--- src/rtl/constraint_stream_checker_verdict.sv ---
// Combinational verdict: popcount against a minimum, violation mask and lowest violated index.
module cons_verdict #(
  parameter int NUM_CONS = 35,
  parameter int IDX_W    = 6
) (
  input  logic [NUM_CONS-1:0] i_cbit,
  input  logic [IDX_W-1:0]    i_eff_min,
  output logic                o_sat,
  output logic [NUM_CONS-1:0] o_viol_mask,
  output logic [IDX_W-1:0]    o_first_viol,
  output logic                o_first_viol_vld
);

  logic [IDX_W-1:0] w_sat_count;
  logic [IDX_W-1:0] w_first;
  logic             w_found;

  always_comb begin
    w_sat_count = '0;
    w_first     = '0;
    w_found     = 1'b0;
    for (int k = 0; k < NUM_CONS; k++) begin
      w_sat_count = w_sat_count + IDX_W'(i_cbit[k]);
      if (!i_cbit[k] && !w_found) begin
        w_first = IDX_W'(k);
        w_found = 1'b1;
      end
    end
  end

  assign o_sat            = (w_sat_count >= i_eff_min);
  assign o_viol_mask      = ~i_cbit;
  assign o_first_viol     = w_first;
  assign o_first_viol_vld = w_found;

endmodule

--- config.mk ---
export PLATFORM = sky130hd
export DESIGN_NAME = cons_verdict
export DESIGN_NICKNAME = d
export VERILOG_FILES = /design/src/rtl/constraint_stream_checker_verdict.sv
export SDC_FILE = /design/constraint.sdc
export NUM_CORES = 1
export LEC_CHECK = 0
export ABC_CLOCK_PERIOD_IN_PS = 11400
export BUFFER_PORTS_ARGS = -buffer_cell sky130_fd_sc_hd__buf_2
export CAP_MARGIN = 20
export CELL_PAD_IN_SITES_DETAIL_PLACEMENT = 0
export CELL_PAD_IN_SITES_GLOBAL_PLACEMENT = 1
export CORE_MARGIN = 2
export CORE_UTILIZATION = 36
export DETAILED_ROUTE_END_ITERATION = 8
export PLACE_DENSITY = 0.95
export REMOVE_ABC_BUFFERS = 1
export SYNTH_ARGS = -nofsm -noshare
export SYNTH_HDL_FRONTEND = slang
export SYNTH_SLANG_ARGS = --single-unit
--- constraint.sdc ---
create_clock -name vclk -period 11.4
set_clock_uncertainty 0.15 [all_clocks]
set_input_delay 1.14 -clock vclk [all_inputs]
set_output_delay 1.14 -clock vclk [all_outputs]
set_load 0.05 [all_outputs]
==> metrics.csv <==
metric;value;unit
nets;378;
drtAntennaViolNets;0;
setup_slack;3730;ps
min_period_over_period;67.3;%
drv_cap;0;
drive_gt1_share;32.4;%
use_met3;0.570;%
peakVddDrop;0.385;mV
grt.met2_usage;32.9;%
first_global_vias;1653;
worst_slew_pin_slew;374;ps
synth_area;1600;µm²
p_leak;1.22;nW
crit_arrival;6380;ps
nClkBuffers;0;
synth.distinct_cells;37;
ys_seq_area_share;0;%
track_usage;17.4;%
die-width;70.7;µm
vias_per_cell;4.84;
fmax;0.130;GHz
slew_violations;0;
firstDrtPassIters;4;
avgSynthCellArea;7.66;µm²
grt-busiest-layer;met2;
post_cts_resized;0;
initial_core_util;37.0;%
worst_hold_path_type;input pin to output pin;
gr-usage-met1;23.5;%
clockPowerShare;0;%
cts_setup_buffers;0;
p_per_area;262;nW/µm²
syn-instance-count;209;
setup_viol;0;
drt_iter0_markers;101;
crit_path_start_kind;input pin;
layout.cells.most_common;buf_2;
diodes;0;
path_class;input pin to output pin;
die_area;5000;µm²
outcome;completed;
floorplan.rows;24;
post_drt_wl_per_cell;12.9;µm
switching_share;55.7;%
gp_congestion;0.869;
seq_power_share;0;%
setup_tns;0;ps
dp_hpwl;4.09;mm
total_power;0.000547;W
antenna_found_initial;0;
overflow;0;
dp_slack;3720;ps
cp_max_fo;5;
seq_cells;0;
drcViolationCount;0;
p_sw;0.000305;W
worstSetupEndpointType;output pin;
rsz0062_at_grt;no;
fin_crit;7670;ps
chipHeight;70.7;µm
final-hold-violation-count;0;
layout.area.seq;0;µm²
syn_to_final_growth;30.3;%
slew_headroom;74.9;%
hold_buffers;0;
fp.coreArea;4320;µm²
p_int;0.000243;W
grt_pass1_wl;7.26;mm
mostFrequentLayoutCells;84 x buf_2, 69 x inv_1, 27 x fa_1;
yosysWarningCount;0;
routed_wl;4.46;mm
cp.required;10110;ps
vias;1670;
portBuffers;84;
grt_start_max_net_pins;7;
power_frac_comb;100.0;%
io_pins;84;
holdWs;2490;ps
fillers;466;
==> stage by stage <==
step           utilization (%)  cells  cell area [µm²]
2_1_floorplan                -    209             1600
3_3_place_gp              48.3    345             2090
3_5_place_dp              48.3    345             2090
4_1_cts                   48.3    345             2090
5_1_grt                   48.3    345             2090
6_report                  48.3    345             2090
==> worst max-delay path: stages <==
cell and delay, ps:
buf_2 130, fa_1 540, inv_1 60, fa_1 500
inv_1 50, fa_1 470, inv_1 50, fa_1 450
fa_1 530, fa_1 420, fa_1 420, fa_1 500
inv_1 40, ha_1 260, a21o_1 150, a21oi_1 130
nor2b_1 50, o21ai_0 160, a21oi_1 80, buf_2 210
==> per-layer routing <==
metal | routed length, µm | share of wire, % | up-vias
met4 | 4 | 0.090 | 0
li1 | - | - | 832
met3 | 258 | 5.8 | 2
met5 | 0 | 0 | -
met2 | 2360 | 53 | 56
met1 | 1840 | 41 | 780
==> final timing paths <==
| kind | from | endpoint | slack, ps | cells past startpoint |
|---|---|---|---|---|
| worst max-delay path | i_cbit[17] | o_sat | 3730 | 20 |
| worst min-delay path | i_cbit[15] | o_viol_mask[15] | 2490 | 3 |
==> layout make-up <==
type	instances	area (µm²)	share of cell area [%]
multi-input cells	140	1340	64.3
repair buffers	84	420	20.1
inverters	69	259	12.4
well taps	52	65.1	3.12
==> synth_stat cells (all sizes together) <==
| master | number | area (µm²) |
|---|---|---|
| a21o | 3 | 23.8 |
| a21oi | 13 | 65.1 |
| a22o | 1 | 8.76 |
| a311oi | 1 | 8.76 |
| a31o | 1 | 8.76 |
| a31oi | 1 | 6.26 |
| a32oi | 1 | 8.76 |
| a41oi | 2 | 17.5 |
| and2 | 3 | 21.3 |
| and3 | 1 | 6.26 |
| and4 | 2 | 17.5 |
| fa | 27 | 541 |
| ha | 15 | 188 |
| inv | 69 | 259 |
| nand2 | 18 | 72.6 |
| nand2b | 5 | 31.3 |
| nand3 | 6 | 40.0 |
| nand4 | 4 | 25.0 |
| nor2 | 6 | 22.5 |
| nor2b | 2 | 12.5 |
| nor3 | 3 | 26.3 |
| nor4 | 1 | 21.3 |
| nor4b | 2 | 17.5 |
| o211ai | 1 | 7.51 |
| o21a | 3 | 22.5 |
| o21ai | 11 | 55.1 |
| o221ai | 1 | 15.0 |
| o22ai | 1 | 6.26 |
| o41a | 1 | 11.3 |
| o41ai | 1 | 8.76 |
| xnor2 | 1 | 8.76 |
| xor2 | 2 | 17.5 |
==> cell families after synthesis <==
family	count (synthesis)	synth area share [%]
AOI/OAI and AO/OA	42	17.1
xor gates and xnor gates	3	1.64
buffers and inverters	69	16.2
and+or+nand+nor	53	19.6
adders and majority gates	42	45.5
==> power by group through the flow <==
stage               Clock, W  Sequential, W  Combinational (W)
floorplan                  0              0           0.000445
global placement           0              0           0.000532
detailed placement         0              0           0.000552
CTS                        0              0           0.000558
global route               0              0           0.000649
finish                     0              0           0.000547
(Power assumes the default switching activity.)
